<file path="src/rtl/smm_coo_engine_pkg.sv">
// smm_pkg: shared state encoding, COO entry layout and index-width helper for the SMM engine
package smm_pkg;
   typedef enum logic [2:0] {IDLE, LOAD, CALC, EMIT, DONE} state_t;
   localparam int IDX_MAX = 6;
   localparam int VAL_MAX = 16;
   typedef struct packed {
      logic [IDX_MAX-1:0] row;
      logic [IDX_MAX-1:0] col;
      logic [VAL_MAX-1:0] val;
   } coo_entry_t;
   function automatic int idx_w(input int n);
      return (n > 1) ? $clog2(n) : 1;
   endfunction
endpackage

</file>
<file path="src/rtl/smm_coo_engine_if.sv">
// smm_coo_engine_if: job start, COO entry streams for A/B and the ready/valid result stream
interface smm_coo_engine_if #(
   parameter int N     = 32,
   parameter int VAL_W = 4,
   parameter int OUT_W = 9
);
   localparam int IDX_W = smm_pkg::idx_w(N);
   logic             in_valid_size;
   logic [IDX_W-1:0] in_size;
   logic             in_valid_a, in_valid_b;
   logic [IDX_W-1:0] in_row_a, in_col_a, in_row_b, in_col_b;
   logic [VAL_W-1:0] in_val_a, in_val_b;
   logic             out_ready, out_valid;
   logic [IDX_W-1:0] out_row, out_col;
   logic [OUT_W-1:0] out_val;
   logic             out_done, busy, ovf;
   modport master (
      output in_valid_size, in_size, in_valid_a, in_valid_b, in_row_a, in_col_a, in_row_b, in_col_b,
             in_val_a, in_val_b, out_ready,
      input  out_valid, out_row, out_col, out_val, out_done, busy, ovf
   );
   modport slave (
      input  in_valid_size, in_size, in_valid_a, in_valid_b, in_row_a, in_col_a, in_row_b, in_col_b,
             in_val_a, in_val_b, out_ready,
      output out_valid, out_row, out_col, out_val, out_done, busy, ovf
   );
endinterface

</file>
<file path="src/rtl/smm_coo_buf.sv">
// smm_coo_buf: NNZ-deep COO entry list with append, count, full flag, random read and clear
module smm_coo_buf import smm_pkg::*; #(
   parameter int NNZ = 64,
   localparam int AW = idx_w(NNZ),
   localparam int CW = $clog2(NNZ + 1)
) (
   input  logic       clk,
   input  logic       rst_n,
   input  logic       i_clr,
   input  logic       i_wr,
   input  coo_entry_t i_wdata,
   input  logic [AW-1:0] i_raddr,
   output coo_entry_t o_rdata,
   output logic [CW-1:0] o_cnt,
   output logic       o_full
);
   coo_entry_t r_mem [NNZ];
   logic [CW-1:0] r_cnt;

   assign o_full  = r_cnt == CW'(NNZ);
   assign o_cnt   = r_cnt;
   assign o_rdata = r_mem[i_raddr];

   always_ff @(posedge clk or negedge rst_n)
      if (!rst_n) r_cnt <= '0;
      else if (i_clr) r_cnt <= '0;
      else if (i_wr && !o_full) r_cnt <= r_cnt + CW'(1);

   // storage needs no reset: only entries below the count are ever read
   always_ff @(posedge clk)
      if (i_wr && !o_full) r_mem[r_cnt[AW-1:0]] <= i_wdata;
endmodule

</file>
<file path="src/rtl/smm_coo_engine.sv">
// smm_coo_engine: sparse COO matrix multiplier, C = A x B row by row, one MAC per cycle
// Define SMM_SAT_EN for saturating accumulation (flags ovf); otherwise accumulators wrap.
module smm_coo_engine import smm_pkg::*; #(
   parameter int N     = 32,
   parameter int VAL_W = 4,
   parameter int OUT_W = 9,
   parameter int NNZ   = 64
) (
   input logic clk,
   input logic rst_n,
   smm_coo_engine_if.slave bus
);
   localparam int IDX_W = idx_w(N);
   localparam int AW    = idx_w(NNZ);
   localparam int CW    = $clog2(NNZ + 1);

   state_t r_state, w_next;
   logic [IDX_W-1:0] r_size, r_row, r_col, r_out_row, r_out_col;
   logic [OUT_W-1:0] r_acc [N];
   logic [OUT_W-1:0] r_out_val, w_cur, w_prod, w_acc_cur, w_acc_nx;
   logic [AW-1:0]    r_pa, r_pb;
   logic             r_out_valid, r_ovf;
   coo_entry_t       w_wa, w_wb, w_a, w_b;
   logic [CW-1:0]    w_cnt_a, w_cnt_b;
   logic w_full_a, w_full_b, w_ld, w_clr, w_ok_a, w_ok_b, w_drop;
   logic w_hit, w_a_last, w_b_last, w_pa_step, w_calc_end, w_mac, w_sat;
   logic w_slot, w_adv, w_load, w_col_end;

   assign w_ld   = r_state == LOAD;
   assign w_clr  = r_state == IDLE && bus.in_valid_size;
   assign w_ok_a = bus.in_valid_a && bus.in_row_a <= r_size && bus.in_col_a <= r_size;
   assign w_ok_b = bus.in_valid_b && bus.in_row_b <= r_size && bus.in_col_b <= r_size;
   assign w_drop = w_ld && ((bus.in_valid_a && (!w_ok_a || w_full_a)) ||
                            (bus.in_valid_b && (!w_ok_b || w_full_b)));
   assign w_wa = '{row: IDX_MAX'(bus.in_row_a), col: IDX_MAX'(bus.in_col_a), val: VAL_MAX'(bus.in_val_a)};
   assign w_wb = '{row: IDX_MAX'(bus.in_row_b), col: IDX_MAX'(bus.in_col_b), val: VAL_MAX'(bus.in_val_b)};

   smm_coo_buf #(.NNZ(NNZ)) u_buf_a (
      .clk(clk), .rst_n(rst_n), .i_clr(w_clr), .i_wr(w_ld && w_ok_a), .i_wdata(w_wa),
      .i_raddr(r_pa), .o_rdata(w_a), .o_cnt(w_cnt_a), .o_full(w_full_a)
   );
   smm_coo_buf #(.NNZ(NNZ)) u_buf_b (
      .clk(clk), .rst_n(rst_n), .i_clr(w_clr), .i_wr(w_ld && w_ok_b), .i_wdata(w_wb),
      .i_raddr(r_pb), .o_rdata(w_b), .o_cnt(w_cnt_b), .o_full(w_full_b)
   );

   // an A entry of the current row holds pa while pb sweeps all of B
   assign w_hit      = w_a.row == IDX_MAX'(r_row) && w_cnt_b != '0;
   assign w_a_last   = CW'(r_pa) == w_cnt_a - CW'(1);
   assign w_b_last   = CW'(r_pb) == w_cnt_b - CW'(1);
   assign w_pa_step  = !w_hit || w_b_last;
   assign w_calc_end = w_cnt_a == '0 || (w_pa_step && w_a_last);
   assign w_mac      = r_state == CALC && w_cnt_a != '0 && w_hit && w_b.row == w_a.col;
   assign w_prod     = OUT_W'(w_a.val) * OUT_W'(w_b.val);
   assign w_acc_cur  = r_acc[IDX_W'(w_b.col)];
`ifdef SMM_SAT_EN
   logic [OUT_W:0] w_sum;
   assign w_sum    = {1'b0, w_acc_cur} + {1'b0, w_prod};
   assign w_acc_nx = w_sum[OUT_W] ? '1 : w_sum[OUT_W-1:0];
   assign w_sat    = w_mac && w_sum[OUT_W];
`else
   assign w_acc_nx = w_acc_cur + w_prod;
   assign w_sat    = 1'b0;
`endif

   // a nonzero column waits only for a free output slot, so zero columns never stall
   assign w_cur     = r_acc[r_col];
   assign w_slot    = !r_out_valid || bus.out_ready;
   assign w_adv     = r_state == EMIT && (w_cur == '0 || w_slot);
   assign w_load    = r_state == EMIT && w_cur != '0 && w_slot;
   assign w_col_end = r_col == r_size;

   always_comb begin
      w_next = r_state;
      case (r_state)
         IDLE:    if (bus.in_valid_size) w_next = LOAD;
         LOAD:    if (!bus.in_valid_a && !bus.in_valid_b) w_next = CALC;
         CALC:    if (w_calc_end) w_next = EMIT;
         EMIT:    if (w_adv && w_col_end) w_next = (r_row == r_size) ? DONE : CALC;
         default: w_next = IDLE;
      endcase
   end

   always_ff @(posedge clk or negedge rst_n)
      if (!rst_n) r_state <= IDLE;
      else r_state <= w_next;

   always_ff @(posedge clk or negedge rst_n)
      if (!rst_n) begin
         r_size <= '0;
         r_row  <= '0;
         r_col  <= '0;
         r_pa   <= '0;
         r_pb   <= '0;
         r_ovf  <= 1'b0;
      end else begin
         if (w_clr) r_size <= bus.in_size;
         if (w_clr) r_ovf <= 1'b0;
         else if (w_drop || w_sat) r_ovf <= 1'b1;
         if (w_ld) begin
            r_row <= '0;
            r_col <= '0;
            r_pa  <= '0;
            r_pb  <= '0;
         end
         if (r_state == CALC && w_cnt_a != '0) begin
            if (w_hit) r_pb <= w_b_last ? '0 : r_pb + AW'(1);
            if (w_pa_step) r_pa <= w_a_last ? '0 : r_pa + AW'(1);
         end
         if (w_adv) r_col <= w_col_end ? '0 : r_col + IDX_W'(1);
         if (w_adv && w_col_end) r_row <= r_row + IDX_W'(1);
      end

   always_ff @(posedge clk or negedge rst_n)
      if (!rst_n) begin
         r_out_valid <= 1'b0;
         r_out_row   <= '0;
         r_out_col   <= '0;
         r_out_val   <= '0;
         for (int i = 0; i < N; i++) r_acc[i] <= '0;
      end else begin
         if (w_load) begin
            r_out_valid <= 1'b1;
            r_out_row   <= r_row;
            r_out_col   <= r_col;
            r_out_val   <= w_cur;
         end else if (bus.out_ready) r_out_valid <= 1'b0;
         if (w_mac) r_acc[IDX_W'(w_b.col)] <= w_acc_nx;
         else if (w_load) r_acc[r_col] <= '0;
      end

   assign bus.out_valid = r_out_valid;
   assign bus.out_row   = r_out_row;
   assign bus.out_col   = r_out_col;
   assign bus.out_val   = r_out_val;
   assign bus.out_done  = r_state == DONE;
   assign bus.busy      = r_state != IDLE;
   assign bus.ovf       = r_ovf;
endmodule

</file>
<file path="src/flat_wrapper.sv">
// flat-port wrapper written by rule: the top's interface ports become plain ports
module smm_coo_engine_flat import smm_pkg::*;
#(
   parameter int N     = 32,
   parameter int VAL_W = 4,
   parameter int OUT_W = 9,
   parameter int NNZ   = 64
)
  (clk, rst_n, bus_in_valid_size, bus_in_size, bus_in_valid_a, bus_in_valid_b, bus_in_row_a, bus_in_col_a, bus_in_row_b, bus_in_col_b, bus_in_val_a, bus_in_val_b, bus_out_ready, bus_out_valid, bus_out_row, bus_out_col, bus_out_val, bus_out_done, bus_busy, bus_ovf);
  smm_coo_engine_if #(.N(N), .VAL_W(VAL_W), .OUT_W(OUT_W)) bus_i ();
  input logic clk;
  input logic rst_n;
  input wire logic [$bits(bus_i.in_valid_size)-1:0] bus_in_valid_size;
  input wire logic [$bits(bus_i.in_size)-1:0] bus_in_size;
  input wire logic [$bits(bus_i.in_valid_a)-1:0] bus_in_valid_a;
  input wire logic [$bits(bus_i.in_valid_b)-1:0] bus_in_valid_b;
  input wire logic [$bits(bus_i.in_row_a)-1:0] bus_in_row_a;
  input wire logic [$bits(bus_i.in_col_a)-1:0] bus_in_col_a;
  input wire logic [$bits(bus_i.in_row_b)-1:0] bus_in_row_b;
  input wire logic [$bits(bus_i.in_col_b)-1:0] bus_in_col_b;
  input wire logic [$bits(bus_i.in_val_a)-1:0] bus_in_val_a;
  input wire logic [$bits(bus_i.in_val_b)-1:0] bus_in_val_b;
  input wire logic [$bits(bus_i.out_ready)-1:0] bus_out_ready;
  output wire logic [$bits(bus_i.out_valid)-1:0] bus_out_valid;
  output wire logic [$bits(bus_i.out_row)-1:0] bus_out_row;
  output wire logic [$bits(bus_i.out_col)-1:0] bus_out_col;
  output wire logic [$bits(bus_i.out_val)-1:0] bus_out_val;
  output wire logic [$bits(bus_i.out_done)-1:0] bus_out_done;
  output wire logic [$bits(bus_i.busy)-1:0] bus_busy;
  output wire logic [$bits(bus_i.ovf)-1:0] bus_ovf;
  assign bus_i.in_valid_size = bus_in_valid_size;
  assign bus_i.in_size = bus_in_size;
  assign bus_i.in_valid_a = bus_in_valid_a;
  assign bus_i.in_valid_b = bus_in_valid_b;
  assign bus_i.in_row_a = bus_in_row_a;
  assign bus_i.in_col_a = bus_in_col_a;
  assign bus_i.in_row_b = bus_in_row_b;
  assign bus_i.in_col_b = bus_in_col_b;
  assign bus_i.in_val_a = bus_in_val_a;
  assign bus_i.in_val_b = bus_in_val_b;
  assign bus_i.out_ready = bus_out_ready;
  assign bus_out_valid = bus_i.out_valid;
  assign bus_out_row = bus_i.out_row;
  assign bus_out_col = bus_i.out_col;
  assign bus_out_val = bus_i.out_val;
  assign bus_out_done = bus_i.out_done;
  assign bus_busy = bus_i.busy;
  assign bus_ovf = bus_i.ovf;
  smm_coo_engine #(.N(N), .VAL_W(VAL_W), .OUT_W(OUT_W), .NNZ(NNZ)) u_core (.clk(clk), .rst_n(rst_n), .bus(bus_i));
endmodule
</file>
<file path="config.mk">
export PLATFORM = sky130hd
export DESIGN_NAME = smm_coo_engine_flat
export DESIGN_NICKNAME = d
export VERILOG_FILES = /design/src/rtl/smm_coo_engine_pkg.sv /design/src/rtl/smm_coo_engine_if.sv /design/src/rtl/smm_coo_buf.sv /design/src/rtl/smm_coo_engine.sv /design/src/flat_wrapper.sv
export SDC_FILE = /design/constraint.sdc
export NUM_CORES = 2
export LEC_CHECK = 0
export ABC_AREA = 1
export CORE_UTILIZATION = 45
export CTS_BUF_LIST = sky130_fd_sc_hd__clkbuf_16
export DETAILED_ROUTE_END_ITERATION = 7
export GPL_TIMING_DRIVEN = 1
export SLEW_MARGIN = 20
export SYNTH_ARGS = -nofsm -noshare
export SYNTH_HDL_FRONTEND = slang
export SYNTH_SLANG_ARGS = --single-unit
</file>
<file path="constraint.sdc">
create_clock -name clk -period 10.6 [get_ports clk]
set_input_delay 2.12 -clock clk [delete_from_list [all_inputs] [get_ports clk]]
set_output_delay 2.12 -clock clk [all_outputs]
set_load 0.02 [all_outputs]
</file>
Yosys cells after proc, flatten, opt, wreduce, memory -nomap -nowiden
Memory sizes are Yosys's and may differ from the RTL's.
Index checks and enable logic that the tools add are counted.
{"block": "op_classes", "add_sub_neg": 9, "mul": 1, "magnitude_cmp": 8, "eq_ne": 16, "mux": 43, "bitwise_logic": 4, "reduce_logical": 54}
{"cell": "288-bit two-way mux", "count": 2}
{"cell": "288-bit AND", "count": 1}
{"cell": "288-bit bitwise mux", "count": 1}
{"cell": "288-bit NOT", "count": 1}
{"cell": "9-bit binary-select mux with 5-bit select", "count": 2}
{"cell": "9-bit demux with 5-bit select", "count": 2}
{"cell": "9-bit two-way mux", "count": 6}
{"cell": "6-bit two-way mux", "count": 8}
{"cell": "7-bit two-way mux", "count": 4}
{"cell": "1-bit logical AND", "count": 24}
{"cell": "5-bit less-or-equal comparator", "count": 4}
{"cell": "5-bit two-way mux", "count": 4}
{"cell": "3-bit two-way mux", "count": 5}
{"cell": "7-bit by 1-bit adder with 7-bit output, second input constant", "count": 2}
{"cell": "6-bit by 7-bit == test with 1-bit output", "count": 2}
{"cell": "7-bit == test, second input constant", "count": 2}
{"cell": "2-bit nonzero test", "count": 7}
{"cell": "7-bit nonzero test", "count": 2}
{"cell": "7-bit by 1-bit subtractor with 7-bit output, second input constant", "count": 2}
{"cell": "6-bit by 1-bit adder with 6-bit output, second input constant", "count": 2}
{"cell": "6-bit greater-or-equal comparator, second input constant", "count": 2}
{"cell": "6-bit by 1-bit < comparator with 1-bit output, second input constant", "count": 2}
{"cell": "5-bit NOT with 6-bit output", "count": 2}
{"cell": "3-bit case mux with 4 select lines", "count": 1}
{"cell": "20 further kinds", "count": 45}
{"block": "totals", "regBits": 353, "ram_bits": 1792, "word_cells": 182, "n_memories": 2}
{"name": "u_core.u_buf_a.r_mem", "words": 64, "word_bits": 14, "rd": 1, "rd_ports_with_merged_regs": 0, "write_ports": 1, "line": "smm_coo_buf.sv:17", "rtl": "coo_entry_t r_mem [NNZ];"}
{"name": "u_core.u_buf_b.r_mem", "words": 64, "word_bits": 14, "rd": 1, "rd_ports_with_merged_regs": 0, "write_ports": 1, "line": "smm_coo_buf.sv:17"}

Depth between registers and ports, before layout
{"block": "logic_depth", "depth_word": 10, "depth_mapped": 37}

Cells and area by module
Synthesis repeated with hierarchy kept, for this count alone.
{"block": "unflattened", "cells_unflattened": 15873, "hier_area_um2": 170589.9}
{"mod": "smm_coo_buf", "n_inst": 2, "cells_each": 6107, "area_per_inst_um2": 72826.1, "seq_area_each_um2": 53986.8}
{"mod": "smm_coo_engine", "n_inst": 1, "cells_each": 3659, "area_per_inst_um2": 24937.7, "seq_area_each_um2": 8483.1}

Worst setup path before layout
OpenSTA, ideal clock, no wires.
{"block": "synth_path", "path_type": "reg2reg", "from": "register u_core.r_pb[0]", "to": "register u_core.r_acc[80] (netlist name)", "arrival_ns": 6.019, "required_time_ns": 10.483, "path_slack_ns": 4.464, "path_stages_with_launch": 35, "path_buffers": 9, "synth_period_minus_slack_ns": 6.136, "path_cell_list": "dfrtp_1 -> buf_4 -> inv_2 -> buf_2 -> buf_4 -> buf_4 -> buf_4 -> clkbuf_1 -> clkbuf_1 -> clkbuf_1 -> nor2_1 -> o22ai_1 -> nand2_1 -> nand4_1 -> nand3_1 -> nand2_1 -> inv_1 -> nor2_1 -> fa_1 -> ha_1 -> ha_1 -> inv_1 -> fa_1 -> inv_1 -> fa_1 -> ha_1 -> a21oi_1 -> o21ai_0 -> a21o_1 -> a21oi_1 -> xor2_1 -> nand3_1 -> buf_4 -> nand3_1 -> nand2_1"}
{"block": "synth_between", "elab_chain_len": 8, "word_cells_on_any_way": 17, "cone_classes": "1 x add/sub; 1 x mul; 2 x order compare; 1 x eq/ne; 7 x mux; 1 x bitwise; 3 x reduce/logical; 1 x memory"}
{"item": "start: declaration", "line": "smm_coo_engine.sv:21", "rtl": "logic [AW-1:0] r_pa, r_pb;"}
{"item": "start signal: assignment", "line": "smm_coo_engine.sv:107", "rtl": "if (w_hit) r_pb <= w_b_last ? '0 : r_pb + AW'(1);"}
{"item": "memory 64 x 14 bit (*)"}
{"item": "parallel branches: the longest is 7 deep, another holds 9-bit by 9-bit multiplier with 9-bit output"}
{"item": "end signal: indexed assignment", "line": "smm_coo_engine.sv:128", "rtl": "if (w_mac) r_acc[IDX_W'(w_b.col)] <= w_acc_nx;"}
{"item": "end: declaration", "line": "smm_coo_engine.sv:19", "rtl": "logic [OUT_W-1:0] r_acc [N];"}
Every way passes the cells marked *. The select of a mux whose other input is x is not followed.
A chain may end at the register's enable or synchronous reset.

Worst setup path after layout
{"block": "layout_path", "from": "register u_core.r_pb[1]", "to": "register u_core.r_acc[123] (netlist name)"}
The elaborated chain is that of the path after synthesis.

==> report_table.html <==
<table>
<tr><th>Metric</th><th>Value</th></tr>
<tr><th colspan="2">Clocking</th></tr>
<tr><td>Clock tree root driver cell</td><td>clkbuf_16</td></tr>
<tr><td>Clk pin slew, worst setup/hold paths</td><td>0.07 ns</td></tr>
<tr><td>Clock tree sinks</td><td>2145</td></tr>
<tr><td>TritonCTS clock tree</td><td>built</td></tr>
<tr><td>Insertion delay to the later sink of the worst-skew pair</td><td>0.91 ns</td></tr>
<tr><td>Clock buffer depth</td><td>3</td></tr>
<tr><td>Post-cts resize count</td><td>0</td></tr>
<tr><td>Post-CTS Hold Fix Bufs</td><td>0</td></tr>
<tr><td>TritonCTS Buffers</td><td>221</td></tr>
<tr><td>CTS H-tree depth</td><td>4</td></tr>
<tr><td>Buffers inserted during post-CTS setup optimization</td><td>0</td></tr>
<tr><th colspan="2">Power</th></tr>
<tr><td>Cell internal power dissipation</td><td>15.1 mW</td></tr>
<tr><td>Fraction of power consumed by sequential logic</td><td>just over 40%</td></tr>
<tr><td>Leakage power total</td><td>39.1 nW</td></tr>
<tr><td>Worst supply voltage drop on vdd</td><td>0.000575 V</td></tr>
<tr><td>Switching Fraction</td><td>36.1%</td></tr>
<tr><td>Switching power total</td><td>8.51 mW</td></tr>
<tr><td>Fraction of power consumed by combinational cells</td><td>26.2%</td></tr>
<tr><td>Relative contribution of the clock network to total power</td><td>between 30 and 40%</td></tr>
<tr><td>Power density over the cells</td><td>around 230 mW/mm^2</td></tr>
<tr><th colspan="2">STA</th></tr>
<tr><td>Max_slew headroom</td><td>24.1%</td></tr>
<tr><td>Setup TNS</td><td>0 ns</td></tr>
<tr><td>Final hold violation count</td><td>0</td></tr>
<tr><td>Max Transition Viols Final</td><td>0</td></tr>
<tr><td>Unrepaired setup endpoints after global routing</td><td>no</td></tr>
<tr><td>Highest attainable clock frequency</td><td>roughly 0.11 GHz</td></tr>
<tr><td>Clock tree skew after final layout</td><td>0.0783 ns</td></tr>
<tr><td>Hold WS</td><td>0.467 ns</td></tr>
<tr><td>Measured slew at the worst slew-check pin</td><td>1.13 ns</td></tr>
<tr><td>Final-report setup violation count</td><td>0</td></tr>
<tr><td>Share of the cycle needed by the critical path after routing</td><td>83.3%</td></tr>
<tr><td>Fin crit period</td><td>about 8.8 ns</td></tr>
<tr><th colspan="2">Worst setup path</th></tr>
<tr><td>Crit path max-delay cell type</td><td>xor2_2</td></tr>
<tr><td>Setup slack of the worst register-to-register path</td><td>1.77 ns</td></tr>
<tr><td>Worst Path Required</td><td>around 11 ns</td></tr>
<tr><td>Beginning of the critical path</td><td>u_core.r_pb[1]</td></tr>
<tr><td>Most Frequent Cell on Critical Path</td><td>nand2_1</td></tr>
<tr><td>Capture point of the worst path</td><td>u_core.r_acc[123]</td></tr>
<tr><td>Capture instance of the worst register-to-register path</td><td>u_core.r_acc[123]</td></tr>
<tr><td>Startpoint of the worst-slack reg-to-reg timing path</td><td>u_core.r_pb[1]</td></tr>
<tr><td>CP Max Fanout</td><td>87</td></tr>
<tr><td>Capturing element type of the critical path</td><td>flop</td></tr>
<tr><td>Max stage delay on crit path</td><td>about 0.85 ns</td></tr>
<tr><td>Number of cells on the worst reg-to-reg path</td><td>28</td></tr>
<tr><td>Startpoint class of the critical path</td><td>flop</td></tr>
<tr><td>Arrival time reported for the critical path endpoint</td><td>9.61 ns</td></tr>
<tr><td>Type of the setup path with the least slack</td><td>reg -&gt; reg</td></tr>
<tr><th colspan="2">Floorplan</th></tr>
<tr><td>Die extent in x</td><td>457 um</td></tr>
<tr><td>Total I/O pin count</td><td>62</td></tr>
<tr><td>Standard cell core area</td><td>0.205 mm^2</td></tr>
<tr><td>Area of the die</td><td>about 0.21 mm^2</td></tr>
<tr><td>Floorplan die height</td><td>roughly 460 um</td></tr>
<tr><td>Starting density of the core</td><td>45.4%</td></tr>
<tr><td>Count of standard-cell rows</td><td>166</td></tr>
<tr><th colspan="2">GRT</th></tr>
<tr><td>Vias in the first global route</td><td>~64000</td></tr>
<tr><td>Overall Global Routing Usage</td><td>27.3%</td></tr>
<tr><td>Number of antenna violations at the first check in global routing</td><td>10</td></tr>
<tr><td>Aggregate global routing overflow</td><td>0</td></tr>
<tr><td>First-pass GRT wire length</td><td>427000 um</td></tr>
<tr><td>Largest net degree at the start of global routing</td><td>170</td></tr>
<tr><th colspan="2">Yosys</th></tr>
<tr><td>Yosys reg bits</td><td>2145</td></tr>
<tr><td>Synth unique cells</td><td>52</td></tr>
<tr><td>Post-synthesis instance area</td><td>~0.093 mm^2</td></tr>
<tr><td>Average cell area after synthesis</td><td>10.4 um^2</td></tr>
<tr><td>Net Count, Synth</td><td>9060</td></tr>
<tr><td>Top cell type by total area after synthesis</td><td>edfxtp_1</td></tr>
<tr><td>Share of async-settable or async-resettable flops after synthesis</td><td>16.5%</td></tr>
<tr><td>Ys Warns</td><td>0</td></tr>
<tr><td>Predominant post-synthesis flop cell</td><td>edfxtp_1</td></tr>
<tr><td>Instance count of the mapped netlist</td><td>8957</td></tr>
<tr><td>Portion of synthesized cell area occupied by the leading cell type</td><td>57.7%</td></tr>
<tr><td>EDFF count, synth</td><td>between 1500 and 2000</td></tr>
<tr><td>Cell types with the largest area share after synthesis</td><td>edfxtp_1, nand2_1, dfrtp_1</td></tr>
<tr><td>Sequential fraction of the synthesis area</td><td>67.1%</td></tr>
<tr><th colspan="2">Route</th></tr>
<tr><td>Post-route antenna net violation count</td><td>0</td></tr>
<tr><td>Vias per cell</td><td>5.76</td></tr>
<tr><td>Via count</td><td>68195</td></tr>
<tr><td>Aggregate routed wire length</td><td>slightly below 300000 um</td></tr>
<tr><td>Detailed-route DRC error count</td><td>0</td></tr>
<tr><td>Count of routing violations after the opening detailed-route iteration</td><td>8720</td></tr>
<tr><td>Router iterations before antenna repair</td><td>7</td></tr>
<tr><td>Wire length per cell after detailed routing</td><td>24.5 um</td></tr>
<tr><th colspan="2">Place</th></tr>
<tr><td>Detail Placement HPWL</td><td>172000 um</td></tr>
<tr><td>Port Buffer Count</td><td>61</td></tr>
<tr><td>Final GP Congestion</td><td>just over 0.9</td></tr>
<tr><th colspan="2">Min path</th></tr>
<tr><td>Worst min path class</td><td>reg -&gt; reg</td></tr>
<tr><th colspan="2">Flow run</th></tr>
<tr><td>Number of maximum-capacitance constraint violations</td><td>0</td></tr>
<tr><th colspan="2">Final layout</th></tr>
<tr><td>Growth of design area from synthesis to finish</td><td>11.7%</td></tr>
<tr><td>Number of nets in the layout</td><td>9057</td></tr>
<tr><td>Share of post-route cells with drive strength above 1</td><td>8.20%</td></tr>
<tr><th colspan="2">Status</th></tr>
<tr><td>Run status</td><td>completed</td></tr>
</table>
state kept, by name, summed over array words and instances, names as in the netlist, 3 cells and up:
signal and cells:
u_core.u_buf_a.r_mem 896, u_core.r_size 5, u_core.u_buf_b.r_mem 896, u_core.r_row 5, u_core.u_buf_b.o_cnt 7, u_core.bus.out_val 9
u_core.r_col 5, u_core.bus.out_col 5, u_core.r_pa 6, u_core.u_buf_a.o_cnt 7, u_core.r_state 3, u_core.bus.out_row 5
u_core.r_pb 6, u_core.r_acc 288
routing by layer:
metal  share of wire, %  global-route usage [%]  wire length, um  up-vias
met4                4.3                    11.3            12300        2
met5             0.0059                       0               17        -
met1                 42                    38.7           120000    33436
met3                9.1                    4.77            26400      541
li1                   -                       -                -    30980
met2                 45                    41.4           131000     3236
how the worst min path moves through the flow:
stage | from | to | slack [ns] | cells after the start
finish | u_core.r_acc[129] | u_core.r_acc[129] | 0.47 | 2
global route | u_core.r_acc[133] | u_core.r_acc[133] | 0.49 | 2
CTS | u_core.r_acc[128] | u_core.r_acc[128] | 0.47 | 2
detailed placement | u_core.r_acc[128] | u_core.r_acc[128] | 0.46 | 2
global placement | u_core.r_acc[97] | u_core.r_acc[97] | 0.46 | 2
floorplan | u_core.r_acc[126] | u_core.r_acc[126] | 0.44 | 2
power groups by stage:
stage                     clock [mW]  combinational [mW]  sequential, mW
after floorplan                    0                3.64            9.59
after global routing            8.26                6.57            9.55
after detailed placement           0                6.03            9.70
after CTS                       7.95                6.06            9.53
final                           7.85                6.17            9.53
after global placement             0                5.95            9.70
cell usage after synthesis, types with 3 or more instances:
master     instances
fa_1               9
nand4_1           31
buf_2            173
clkinv_1           6
a21boi_0          12
a2111oi_0         15
nand3_4            4
nor2_2            34
dfrtp_1          353
nand2_1         2529
nor4_1             5
a22oi_1           28
nand3_1          647
a31oi_1            4
o221ai_1          33
clkbuf_1         287
xnor2_1           13
inv_2             16
o21ai_0          875
a211oi_1           5
a21oi_1          216
o22ai_1          174
nor2_4             9
or2_2              8
o311ai_0           5
buf_4             27
inv_1            242
nor2_1          1083
nand3b_1           3
buf_6              5
o31ai_1            3
buf_1             32
o21ai_1           27
edfxtp_1        1792
nand2_2           35
o211ai_1          94
ha_1              55
xor2_1            15
nor3_1            37
cell families (layout without fill, tap and decap cells):
| kind of cell | Yosys count | count (layout) | synth area share [%] |
|---|---|---|---|
| AND/OR/NAND/NOR | 4431 | 4431 | 19.2 |
| flip-flops | 2145 | 2145 | 67.1 |
| AO/OA/AOI/OAI | 1501 | 1501 | 8.92 |
| buffers and inverters | 788 | 976 | 3.55 |
| adder cells (fa/ha/maj) | 64 | 64 | 0.930 |
| XOR/XNOR | 28 | 28 | 0.263 |
| other | 0 | 2 | 0 |
layout by cell type (no fill, tap or decap), types with 6 or more instances in the layout:
cell type / n
a2111oi_0: 13
inv_1: 285
ha_1: 55
buf_12: 11
a22oi_1: 28
nand2_2: 37
dfrtp_4: 6
nor2_2: 59
o22ai_1: 174
nor2_4: 10
clkinv_1: 47
xor2_1: 14
nand2_1: 2527
clkinv_2: 49
nand3_1: 646
buf_2: 26
buf_4: 228
clkinvlp_4: 6
o21ai_1: 27
clkdlybuf4s50_1: 32
or2_2: 8
a21oi_1: 216
dfrtp_1: 344
nor2_1: 1057
o21ai_0: 875
o211ai_1: 94
clkbuf_16: 222
nor3_1: 34
edfxtp_1: 1792
inv_6: 7
a21boi_0: 12
clkinv_4: 7
fa_1: 9
inv_2: 15
bufinv_16: 27
o221ai_1: 33
nand4_1: 31
xnor2_1: 11
cell type report:
class / count / area (um^2)
Inverter: 264 / 1020
Multi-Input combinational cell: 6024 / 27500
Sequential cell: 2145 / 62700
Clock buffer: 222 / 5560
Clock inverter: 192 / 1760
Antenna cell: 2 / 5.00
Tap cell: 2688 / 3360
Timing Repair Buffer: 298 / 2400
Fill cell: 18142 / 101000
stage by stage:
stage	setup slack [ns]	std cells	power (mW)	area, um^2	utilization (%)
final	1.77	11835	23.6	104000	50.8
after global routing	1.47	11834	24.4	104000	50.8
after CTS	1.72	11833	23.5	104000	50.8
after detailed placement	1.79	11419	15.7	96900	47.2
after global placement	1.92	11419	15.6	96900	47.2
after floorplan	4.46	8957	13.2	93300	-
worst max-delay path, delay by kind of cell (launching register included):
kind                     cells  cell delay (ns)
AND/OR/NAND/NOR             16             3.06
adder cells (fa/ha/maj)      2             0.89
flip-flops                   1             0.62
XOR/XNOR                     1             0.85
buffers and inverters        6             2.31
AO/OA/AOI/OAI                3             0.77
Note: power is estimated with default switching activity, not from simulation.
